**src/rtl/max_pkg.sv**
```systemverilog
// Shared types and constants for the streaming frame-maximum controller.
// MAX_STREAM_APPROX_EN selects the approximate comparison mode in max_core.
package max_pkg;

    typedef enum logic [1:0] {
        IDLE  = 2'd0,
        ACCUM = 2'd1,
        HOLD  = 2'd2
    } state_t;

    localparam int DW_DEF = 6;
    localparam int LW_DEF = 4;

    // Clears the LSB of the selected maximum in approximate mode
    localparam logic [63:0] APPROX_MASK = ~64'd1;

endpackage

```
**src/rtl/max_core.sv**
```systemverilog
// Combinational compare/select between a candidate sample (a) and a running max (b).
// MAX_STREAM_APPROX_EN ignores bit 0 in the compare and clears it in the result.
module max_core
    import max_pkg::*;
#(
    parameter int DW = DW_DEF
) (
    input  logic [DW-1:0] a,
    input  logic [DW-1:0] b,
    output logic          gt,
    output logic [DW-1:0] max
);

`ifdef MAX_STREAM_APPROX_EN
    localparam logic [DW-1:0] MASK = APPROX_MASK[DW-1:0];

    always_comb begin
        gt  = a[DW-1:1] > b[DW-1:1];
        max = (gt ? a : b) & MASK;
    end
`else
    always_comb begin
        gt  = a > b;
        max = gt ? a : b;
    end
`endif

endmodule

```
**src/rtl/max_stream_ctrl.sv**
```systemverilog
// Streams a frame of samples and reports its maximum and first index.
// Comparison mode is chosen in max_core via MAX_STREAM_APPROX_EN.
module max_stream_ctrl
    import max_pkg::*;
#(
    parameter int DW = DW_DEF,
    parameter int LW = LW_DEF
) (
    input  logic          clk,
    input  logic          rst,
    input  logic [LW-1:0] cfg_len,
    input  logic          s_valid,
    output logic          s_ready,
    input  logic [DW-1:0] s_data,
    output logic          m_valid,
    input  logic          m_ready,
    output logic [DW-1:0] m_max,
    output logic [LW-1:0] m_idx
);

    localparam logic [LW:0] ONE = {{LW{1'b0}}, 1'b1};

    state_t        state;
    logic [LW:0]   cnt;
    logic [LW:0]   len;
    logic [LW:0]   cnt_next;
    logic [LW:0]   cfg_full;
    logic          accept;
    logic [DW-1:0] core_b;
    logic [DW-1:0] core_max;
    logic          core_gt;

    // Length 0 encodes a full 2^LW frame, hence the extra counter bit
    assign cfg_full = (cfg_len == '0) ? {1'b1, {LW{1'b0}}}
                                      : {1'b0, cfg_len};
    assign cnt_next = cnt + ONE;
    assign accept   = s_valid & s_ready;

    // First beat is also routed through the core so it sees the same masking
    assign core_b = (state == IDLE) ? '0 : m_max;

    max_core #(.DW(DW)) u_core (
        .a   (s_data),
        .b   (core_b),
        .gt  (core_gt),
        .max (core_max)
    );

    always_ff @(posedge clk or posedge rst) begin
        if (rst) begin
            state   <= IDLE;
            s_ready <= 1'b1;
            m_valid <= 1'b0;
            m_max   <= '0;
            m_idx   <= '0;
            cnt     <= '0;
            len     <= '0;
        end else begin
            unique case (state)
                IDLE: begin
                    if (accept) begin
                        len   <= cfg_full;
                        m_max <= core_max;
                        m_idx <= '0;
                        cnt   <= ONE;
                        if (cfg_full == ONE) begin
                            state   <= HOLD;
                            s_ready <= 1'b0;
                            m_valid <= 1'b1;
                        end else begin
                            state <= ACCUM;
                        end
                    end
                end
                ACCUM: begin
                    if (accept) begin
                        cnt <= cnt_next;
                        if (core_gt) begin
                            m_max <= core_max;
                            m_idx <= cnt[LW-1:0];
                        end
                        if (cnt_next == len) begin
                            state   <= HOLD;
                            s_ready <= 1'b0;
                            m_valid <= 1'b1;
                        end
                    end
                end
                HOLD: begin
                    if (m_valid && m_ready) begin
                        state   <= IDLE;
                        s_ready <= 1'b1;
                        m_valid <= 1'b0;
                    end
                end
                default: begin
                    state   <= IDLE;
                    s_ready <= 1'b1;
                    m_valid <= 1'b0;
                end
            endcase
        end
    end

endmodule

```
**config.mk**
```make
export PLATFORM = sky130hd
export DESIGN_NAME = max_stream_ctrl
export DESIGN_NICKNAME = d
export VERILOG_FILES = /design/src/rtl/max_pkg.sv /design/src/rtl/max_core.sv /design/src/rtl/max_stream_ctrl.sv
export SDC_FILE = /design/constraint.sdc
export NUM_CORES = 1
export LEC_CHECK = 0
export CELL_PAD_IN_SITES_DETAIL_PLACEMENT = 1
export CELL_PAD_IN_SITES_GLOBAL_PLACEMENT = 2
export CORE_AREA = 3 3 103 56
export DETAILED_ROUTE_END_ITERATION = 8
export DIE_AREA = 0 0 106 59
export GPL_ROUTABILITY_DRIVEN = 0
export HOLD_SLACK_MARGIN = 0.05
export MAX_ROUTING_LAYER = met4
export PLACE_DENSITY_LB_ADDON = 0.1
export SLEW_MARGIN = 25
export SYNTH_ARGS = -nofsm -noshare
export SYNTH_HDL_FRONTEND = slang
export SYNTH_SLANG_ARGS = --single-unit
```
**constraint.sdc**
```tcl
create_clock -name clk -period 2.3 [get_ports clk]
set_clock_uncertainty 0.05 [all_clocks]
set_input_delay 0.575 -clock clk [delete_from_list [all_inputs] [get_ports clk]]
set_output_delay 0.575 -clock clk [all_outputs]
set_load 0.02 [all_outputs]
```
# --- Word level (Yosys, flattened, before mapping) ---
# Index checks and enable logic that the tools add are counted.
totals:
  reg_bits: 24
  out_inout_bits: 12
  elab_cells: 61
classes:
  addsub: 1
  order_cmp: 1
  n_eq_ne: 10
  muxes: 32
  bitwise: 1
  reduce_logical: 9
op_table:
  columns: ["operator", "n"]
  rows:
  - ["$mux W6", 5]
  - ["$mux W5", 3]
  - ["$mux W4", 3]
  - ["$pmux W6 S2", 1]
  - ["$mux W1", 10]
  - ["$mux W2", 5]
  - ["$ne A2 B2 Y1 const B", 5]
  - ["$pmux W5 S2", 1]
  - ["$pmux W4 S2", 1]
  - ["$reduce_and A4 Y1", 2]
  - ["$gt A6 B6 Y1", 1]
  - ["$pmux W1 S3", 2]
  - ["$pmux W2 S3", 1]
  - ["$add A5 B1 Y5 const B", 1]
  - ["$eq A5 B1 Y1 const B", 1]
  - ["$eq A5 B5 Y1", 1]
  - ["$reduce_and A5 Y1", 1]
  - ["$logic_not A4 Y1", 1]
  - ["$reduce_and A3 Y1", 1]
  - ["$eq A2 B1 Y1 const B", 1]
  - ["$eq A2 B2 Y1 const B", 1]
  - ["$logic_not A2 Y1", 1]
  - ["$ne A2 B1 Y1 const B", 1]
  - ["$reduce_and A2 Y1", 1]
  - ["other kinds (3)", 3]

# --- Logic depth before layout (Yosys ltp) ---
# Gate-level depths: netlist of run 1.
logic_depth:
  word_depth: 7
  ltp_mapped: 9
  ltp_nobuf: 7

# --- Hierarchy ---
# From an unflattened synthesis of run 1, not the netlist that was laid out.
unflattened:
  cells_unflattened: 142
  area_unflattened_um2: 1463.9
by_module_without_submodules:
  columns: ["module", "instances", "cells_each", "area_each_um2", "seq_area_each_um2"]
  rows:
  - ["max_stream_ctrl", 1, 114, 1238.7, 601.8]
  - ["max_core", 1, 28, 225.2, 0.0]

# --- Least setup slack after synthesis of run 1 ---
# OpenSTA, ideal clock, no wires.
synth_timing:
  kind: "register to register"
  start: "reg state[0]"
  end: "reg m_max[1]"
  arrival_time_ps: 2343
  t_required_ps: 2125
  setup_slack_ps: -218
  stages_incl_launch_ff: 10
  path_buffers: 2
  synth_period_minus_slack_ps: 2518
  path_cell_list: "dfrtp_1 > clkbuf_1 > or2_2 > clkbuf_1 > and2_1 > ha_1 > and2_1 > a21o_1 > a31oi_4 > mux2_2"
synth_via:
  elab_chain_cells: 7
  word_cells_on_any_way: 14
  classes_between: "order compare: 1; eq/ne: 4; mux: 6; reduce/logical: 3"
synth_lines:
  columns: ["item", "line_no", "rtl"]
  rows:
  - ["from (decl)", "max_stream_ctrl.sv:23", "state_t state;"]
  - ["from (signal assigned)", "max_stream_ctrl.sv:51", "state <= IDLE;"]
  - ["from (signal assigned)", "max_stream_ctrl.sv:67", "state <= HOLD;"]
  - ["from (signal assigned)", "max_stream_ctrl.sv:71", "state <= ACCUM;"]
  - ["$logic_not A2 Y1", "max_stream_ctrl.sv:40, max_stream_ctrl.sv:59", null]
  - ["$mux W6", "max_stream_ctrl.sv:40", "assign core_b = (state == IDLE) ? '0 : m_max;"]
  - ["$gt A6 B6 Y1", "max_core.sv:23", "gt = a > b;"]
  - ["$mux W6", "max_core.sv:24", "max = gt ? a : b;"]
  - ["$mux W6", "max_stream_ctrl.sv:78", "if (core_gt) begin"]
  - ["$mux W6", "max_stream_ctrl.sv:76", "if (accept) begin"]
  - ["$pmux W6 S2", "max_stream_ctrl.sv:59", "unique case (state)"]
  - ["to (signal assigned)", "max_stream_ctrl.sv:63", "m_max <= core_max;"]
  - ["to (signal assigned)", "max_stream_ctrl.sv:79", "m_max <= core_max;"]
  - ["to (decl)", "max_stream_ctrl.sv:17", "output logic [DW-1:0] m_max,"]
# Parallel ways exist; a longest one is shown, timed or not. The select of a mux whose other input is x is not followed.
# A chain may end at the register's enable or synchronous reset.

# --- Final worst setup path of run 1 ---
layout_timing:
  start: "in s_data[3]"
  end: "reg m_max[4]"
layout_via:
  elab_chain_cells: 5
  word_cells_on_any_way: 8
  classes_between: "order compare: 1; eq/ne: 1; mux: 5; reduce/logical: 1"
layout_lines:
  columns: ["item", "line_no", "rtl"]
  rows:
  - ["from (decl)", "max_stream_ctrl.sv:14", "input logic [DW-1:0] s_data,"]
  - ["$gt A6 B6 Y1 *", "max_core.sv:23", null]
  - ["$mux W6", "max_core.sv:24", null]
  - ["$mux W6", "max_stream_ctrl.sv:78", null]
  - ["$mux W6", "max_stream_ctrl.sv:76", null]
  - ["$pmux W6 S2", "max_stream_ctrl.sv:59", null]
# Mark *: on every way between the ends. The rest lies on a longest branch, timed or not. The select of a mux whose other input is x is not followed.

==> results of run 1 <==
==> layout make-up <==
cell class                 count  area (sq um)
sequential                    24           602
tap                           70          87.6
timing repair buffer          46           414
fill                         570          2850
clock buffer                   4          55.1
inverter                       4          15.0
multi-input combinational    105           845
==> timing repair <==
| action | in CTS | in global routing |
|---|---|---|
| pin swaps | 0 | 2 |
| setup buffers | 2 | 1 |
| resized for setup | 0 | 2 |
| endpoints found under the setup margin | 9 | 6 |
==> worst max-delay path: cells and delay by family <==
family | cells | cell delay [ns]
simple gates | 1 | 0.18
compound gates | 2 | 0.38
mux | 1 | 0.29
buf+inv | 2 | 0.60
fa+ha+maj | 1 | 0.32
==> final timing paths <==
check,to,cells past startpoint
worst min register to register,cnt[4],1
max in group asynchronous,s_ready,3
min in group asynchronous,m_max[0],2
worst min-delay path,cnt[4],1
worst max-delay path,m_max[4],7
worst max register to register,m_max[4],8
==> flip-flops by register name, indices dropped and copies added (netlist names) <==
signal and cells:
len 5, state 2, s_ready 1, cnt 5, m_max 6, m_valid 1
m_idx 4
==> cell usage after synthesis (2+ instances only) <==
master,count
ha_1,7
nor2_1,2
inv_1,4
xnor2_1,3
dfrtp_1,23
nand3_1,7
a21o_1,3
o21ai_0,8
nor3_1,2
nor2b_1,6
nand2_1,20
o31ai_1,2
and2_1,3
clkbuf_1,3
xor2_1,3
a21oi_1,8
mux2_2,10
mux2i_1,4
==> kinds of logic (layout without fill, tap and decap cells) <==
logic type | Yosys count | after routing | synth area share (%)
simple gates | 48 | 48 | 18.4
mux | 14 | 14 | 10.9
xor+xnor | 7 | 7 | 5.36
fa+ha+maj | 7 | 7 | 6.26
flops | 24 | 24 | 43.0
compound gates | 29 | 29 | 13.9
buf+inv | 8 | 54 | 2.14
==> routing by layer <==
layer | GRT usage (%) | routed length [microns] | vias to the layer above
met1 | 16.6 | 1750 | 581
met5 | - | 0 | -
met3 | 4.03 | 207 | 2
li1 | - | - | 584
met4 | 2.21 | 17 | 0
met2 | 21.4 | 1570 | 26
==> metrics by stage <==
| step | setup TNS, ns | power, mW |
|---|---|---|
| 6_report | 0 | 0.792 |
| 5_1_grt | 0 | 0.830 |
| 4_1_cts | 0 | 0.803 |
| 3_5_place_dp | -3.06 | 0.503 |
| 3_3_place_gp | -2.79 | 0.502 |
| 2_1_floorplan | -0.534 | 0.454 |
==> cell usage in the layout, fill, tap and decap left out, types with 3 or more instances in the layout <==
cell type        netlist  layout
a21o_1                 3       3
a21oi_1                8       8
buf_4                  0      20
clkbuf_8               0       4
clkdlybuf4s50_1        0      24
dfrtp_1               23      23
ha_1                   7       4
ha_4                   0       3
inv_1                  4       4
mux2_2                10       5
mux2_4                 0       5
mux2i_1                4       4
nand2_1               20      17
nand3_1                7       7
nor2b_1                6       6
o21ai_0                8       8
xnor2_1                3       3
xor2_1                 3       3
==> report_power, final <==
part | switching (mW) | internal (mW) | total [mW]
logic | 0.0310 | 0.0406 | 0.0716
registers | 0.000303 | 0.422 | 0.422
clock network | 0.146 | 0.153 | 0.299
total | 0.177 | 0.616 | 0.792
==> metrics.yaml, run 1 <==
fin_util_pct: 41.5
n_antenna_cell: 0
dieArea_sq_um: 6250
viasPerCell: 4.72
slew_headroom_pct: 77.2
whs_ns: 0.472
numCtsBuffers: 3
grt_pass1_vias: 1266
path_cells: "clkdlybuf4s50_1 -> ha_1 -> and4_1 -> a21o_1 -> a31oi_4 -> buf_6 -> mux2_4"
placed_area_sq_um: 1930
final_nets: 205
rows: 18
path_max_fanout: 4
ys_ff_latch: 24
crit_path_start: "s_data[3]"
drive_above_1_share_pct: 26.8
ant_nets: 0
die_w_microns: 106
synth_edf_count: 0
slowest_stage: "clkdlybuf4s50_1"
wl_microns: 3540
required_ns: 2.41
vdd_drop_max_mv: 0.250
postSynth.asyncResetShare_pct: 100
first_pass_iters: 4
maxCapViolCount: 0
p_per_area_nw_per_um2: 393
fp.coreArea_sq_um: 4860
slew_viol_final: 0
criticalPathCategory: "input pin to flip-flop"
worst_pin_slew_ns: 0.339
cp_slowest_stage_delay_ns: 0.45
hold_start: "cnt[4]"
startpoint_type: "input pin"
cts_buffer_depth: 2
fin_crit_sh_pct: 97.2
cts_max_level: 1
clk_latency_ns: 0.27
crit_arrival_ns: 2.34
yosysTopAreaCell: "dfrtp_1"
cts_sinks: 24
hold_viol: 0
dpl.cell_count: 246
hold_class: "flip-flop to flip-flop"
num_io_pins: 26
drt_iter0_markers: 27
outcome: "finished, final reports clean"
ys.flop_type: "dfrtp_1"
synth_cell_types: 37
fmax_mhz: 447
routedWlPerCell_microns: 14.0
yosysSeqAreaShare_pct: 43.0
port_buffers: 25
fin_cells: 253
grt_pass1_wl_microns: 6190
yosys.area.top_type_share_pct: 41.1
synth_area_leaders: "dfrtp_1 (41%), mux2_2 (8.0%), ha_1 (6.3%)"
cts_tree: "done"
start_util_pct: 28.8
final_area_sq_um: 2020
rsz0062_at_grt: "false"
rrSetupSlack_ns: 0.09
post-place-ws_ns: -0.373
regToRegStartpoint: "state[1]"
setup_slack_ns: 0.0648
grt_max_degree: 19
syn_to_final_growth_pct: 44.1
cts-root-buf: "clkbuf_8"
route.detailed.drc: 0
yosysWarnings: 0
vias: 1193
clk_pin_slew_worst_paths_ns: 0.09
p_leak_nw: 0.915
synth_area_sq_um: 1400
antenna_found_initial: 0
syn_inst: 137
critPathCaptureType: "flip-flop"
finalSetupViolations: 0
die_h_microns: 59
dp_hpwl_microns: 2840
cts_hold_buf: 0
synth_fp_nets: 158
gr-total-overflow: 0
fin_crit_ns: 2.24
syn_area_per_cell_sq_um: 10.2
grt_use_total_pct: 13.1
No activity file was read; power rests on OpenSTA's default activity.
==> inputs of run 2 (changes only) <==
- CORE_AREA: 3 3 103 56 -> 3 3 94 51
- DIE_AREA: 0 0 106 59 -> 0 0 97 54
- clock period: 2.3 -> 2.7 ns (I/O delays scaled with it)
==> run 2 against run 1 <==
Utilization rose by 4.0 points. Wire length is 8.9% lower. Register-to-register slack better by 0.13 ns. Final cell count shrank 12%. Critical path depth is the same. Sequential power shrank 15%. Die area decreased by 16%. Critical path type is now flip-flop to flip-flop.
==> metrics.yaml, run 2 (synthesized netlist as in run 1, its figures left out) <==
grt_pass1_vias: 1165
syn_to_final_growth_pct: 28.1
slowest_stage: "dfrtp_1"
die_w_microns: 97
vias: 1109
grt_max_degree: 25
cts_sinks: 24
p_leak_nw: 0.799
p_sw_mw: 0.137
viasPerCell: 5.00
clockPowerShare_pct: 35.1
grt_pass1_wl_microns: 5620
wl_microns: 3230
fmax_mhz: 404
gr-total-overflow: 0
final_common_cell: "clkdlybuf4s50_1"
setup_slack_ns: 0.224
port_buffers: 25
tns_ns: 0
path_max_fanout: 7
fin_crit_ns: 2.48
die_h_microns: 54
cts_buffer_depth: 2
fillers: 455
rrSetupSlack_ns: 0.22
route.detailed.drc: 0
p_comb_share_pct: 7.6
drt_iter0_markers: 20
grt_use_total_pct: 13.9
cts_tree: "done"
reg_top3: "m_max: 6 flops, cnt: 5 flops, len: 5 flops"
dieArea_sq_um: 5240
switching_share_pct: 21.9
dpl.cell_count: 218
fin_crit_sh_pct: 91.7
hold_viol: 0
n_antenna_cell: 0
routedWlPerCell_microns: 14.5
clk_pin_slew_worst_paths_ns: 0.09
path_buf_inv: 0
drive_above_1_share_pct: 14.9
clk_latency_ns: 0.27
cts-root-buf: "clkbuf_8"
post-place-ws_ns: -0.00558
cts_hold_buf: 0
rows: 16
dp_hpwl_microns: 2460
postCtsResizedCells: 0
cp_slowest_stage_delay_ns: 0.47
cts_max_level: 1
criticalPathCategory: "flip-flop to flip-flop"
critPathCaptureType: "flip-flop"
top_register: "m_max"
required_ns: 2.81
p_per_area_nw_per_um2: 349
power_mw: 0.627
fin_cells: 222
internal-power_mw: 0.490
seq_area_sq_um: 602
multiInputGateArea_sq_um: 768
numCtsBuffers: 3
cp_common_cell: "and2_1"
hold_class: "flip-flop to flip-flop"
start_util_pct: 35.5
slew_headroom_pct: 74.1
path_cells: "or2_2 -> and2_1 -> ha_1 -> and2_1 -> a21o_1 -> a31oi_4 -> mux2_2"
vdd_drop_max_mv: 0.136
final_area_sq_um: 1790
first_pass_iters: 4
maxCapViolCount: 0
finalSetupViolations: 0
final_nets: 190
largest_register_ffs: 6
outcome: "finished, final reports clean"
rsz0062_at_grt: "false"
placed_area_sq_um: 1750
pwr-share-seq_pct: 57.4
antenna_found_initial: 0
worst_pin_slew_ns: 0.386
startpoint_type: "flip-flop"
layout.cells.most_common_list: "clkdlybuf4s50_1 (25), dfrtp_1 (23), nand2_1 (20)"
fp.coreArea_sq_um: 3940
slew_viol_final: 0
ant_nets: 0
post-cts-setup-buffers: 0
num_io_pins: 26
cpLargestDelayFamily: "simple AND/OR/NAND/NOR gates"
crit_arrival_ns: 2.59
[run 2: cell count changes in the layout (fill, tap and decap cells not counted), sizes merged]
cell / before / now
dlymetal6s2s: 1 / 0
buf: 21 / 6
clkdlybuf4s50: 24 / 25
[run 2: final cells by class]
cell class	count	share of cell area, %
Multi-Input combinational cell	105	42.8
Sequential cell	24	33.6
Tap cell	54	3.77
Inverter	4	0.837
Clock buffer	4	2.51
Timing Repair Buffer	31	16.5
[run 2: worst paths after layout]
| check | end | cells after the start | from |
|---|---|---|---|
| worst min register to register | cnt[4] | 1 | cnt[4] |
| worst max-delay path | m_max[3] | 7 | state[1] |
| max in group asynchronous | s_ready | 3 | rst |
| worst max register to register | m_max[3] | 7 | state[1] |
| min in group asynchronous | m_max[2] | 3 | rst |
| worst min-delay path | cnt[4] | 1 | cnt[4] |
[run 2: layer usage]
| layer | vias to the layer above | GRT usage [%] | wire length (microns) |
|---|---|---|---|
| li1 | 554 | - | - |
| met5 | - | - | 0 |
| met3 | 0 | 3.75 | 126 |
| met1 | 536 | 17.2 | 1690 |
| met2 | 19 | 23.7 | 1410 |
| met4 | 0 | 2.10 | 0 |
[run 2: through the flow]
| stage | hold WS [ns] | util [%] |
|---|---|---|
| finish | 0.461 | 45.5 |
| global route | 0.487 | 45.5 |
| CTS | 0.466 | 45.5 |
| detailed placement | 0.448 | 44.3 |
| global placement | 0.439 | 44.3 |
| floorplan | 0.421 | - |
[run 2: power by group through the flow]
stage                     clock (mW)  combinational (mW)  sequential (mW)
after floorplan                    0              0.0175            0.367
after global placement             0              0.0477            0.367
after detailed placement           0              0.0479            0.367
after CTS                      0.231              0.0483            0.360
after global routing           0.245              0.0531            0.360
final                          0.220              0.0474            0.360
==> RTL edit: new RTL, config.mk and constraints of run 2 <==
Encoding of `state_t`: now one-hot (3 bits for 3 states).
--- a/src/rtl/max_pkg.sv
+++ b/src/rtl/max_pkg.sv
@@ -4,6 +4,6 @@
 
-    typedef enum logic [1:0] {
-        IDLE  = 2'd0,
-        ACCUM = 2'd1,
-        HOLD  = 2'd2
+    typedef enum logic [2:0] {
+        IDLE  = 3'b001,
+        ACCUM = 3'b010,
+        HOLD  = 3'b100
     } state_t;
Behaviour: same outputs for any inputs over 10 cycles, from zero or initial values and one cycle with rst high; not proved beyond that.
==> RTL edit against run 2 <==
  * Sequential cell count is 1 higher
  * Worst setup slack got worse by 82 ps
  * Synthesized area rose by 2.0%
  * Cell area grew 1.3%
  * Routed wire length up 3.4%
  * Critical path depth increased by 2
Power is not compared: it rests on default switching activity, and its combinational part moved more than twofold at a synthesized area within 25%.
==> RTL edit: results <==
set metrics [dict create \
    post-route-worst-setup-slack_ps 141 \
    arithmetic_cell_share_of_the_synthesized_area_counting_full_adders_half_adders_and_majority_gates_pct 6.13 \
    slew_headroom_pct 49.1 \
    initialDrtViolationCount 59 \
    synthesized_area_fraction_occupied_by_ao_oa_aoi_and_oai_cells_pct 16.8 \
    dpl.hpwl_um 2680 \
    run_status "finished, final reports clean" \
    reg2reg_from "state[0]" \
    hold_start "len[4]" \
    synth.yosys.seq_area_share_pct 44.0 \
    whs_endpoint "len[4]" \
    synth.area.mux_share_pct 3.51 \
    drt-wirelength-per-cell_um 14.9 \
    grt_pass1_wl_um 5660 \
    min_delay_path_depth 2 \
    worstPathMaxFanout 6 \
    synth_most_common_cell "sky130_fd_sc_hd__nand2_1" \
    grt.total_usage_pct 14.1 \
    first_global_vias 1152 \
    top_post_synthesis_cells_by_area "sky130_fd_sc_hd__dfrtp_1, sky130_fd_sc_hd__nand2_1, sky130_fd_sc_hd__ha_1" \
    synth.top_cells.by_count "sky130_fd_sc_hd__nand2_1, sky130_fd_sc_hd__dfrtp_1, sky130_fd_sc_hd__inv_1, sky130_fd_sc_hd__o21ai_0, sky130_fd_sc_hd__ha_1" \
    grt_max_degree 19 \
    rr_worst_depth 9 \
    cpMaxStageDelayCell "sky130_fd_sc_hd__dfstp_2" \
    routed_via_density 5.12 \
    wire_length_after_detailed_routing_um 3340 \
    crit_path_end "m_idx[0]" \
]
[RTL edit: cell count changes after synthesis, moves of 5 or more]
cell | before | now
sky130_fd_sc_hd__nand2_1 | 20 | 26
sky130_fd_sc_hd__inv_1 | 4 | 9
sky130_fd_sc_hd__a21oi_1 | 8 | 1
sky130_fd_sc_hd__a32o_1 | 0 | 6
sky130_fd_sc_hd__mux2_2 | 10 | 0
sky130_fd_sc_hd__nor2b_1 | 6 | 0
[RTL edit: per-stage QoR]
| step | TNS (ps) | total power (uW) | cell area (sq um) | utilization, % |
|---|---|---|---|---|
| 2_1_floorplan | 0 | 1150 | 1430 | - |
| 3_3_place_gp | 0 | 1400 | 1760 | 44.6 |
| 3_5_place_dp | -184 | 1430 | 1760 | 44.6 |
| 4_1_cts | 0 | 1650 | 1810 | 45.8 |
| 5_1_grt | 0 | 1770 | 1820 | 46.0 |
| 6_report | 0 | 1640 | 1820 | 46.0 |
[RTL edit: where the power goes]
| group | total (uW) | leakage, uW | switching, uW | internal (uW) |
|---|---|---|---|---|
| logic | 801 | 0.000454 | 409 | 392 |
| registers | 620 | 0.000323 | 115 | 505 |
| clock network | 221 | 0.0000228 | 116 | 106 |
[RTL edit: layout make-up]
cell class,count,area (sq um)
clock buffer,4,45.0
fill,456,2130
inverter,9,33.8
multi-input combinational,99,727
sequential,25,628
tap,54,67.6
timing repair buffer,33,314
[RTL edit: layer usage]
| metal | up-vias | track usage (%) | share of wire (%) |
|---|---|---|---|
| li1 | 558 | - | - |
| met4 | 0 | 3.26 | 0.24 |
| met5 | - | - | 0 |
| met2 | 23 | 23.6 | 43 |
| met1 | 564 | 17.6 | 51 |
| met3 | 2 | 3.75 | 5.3 |
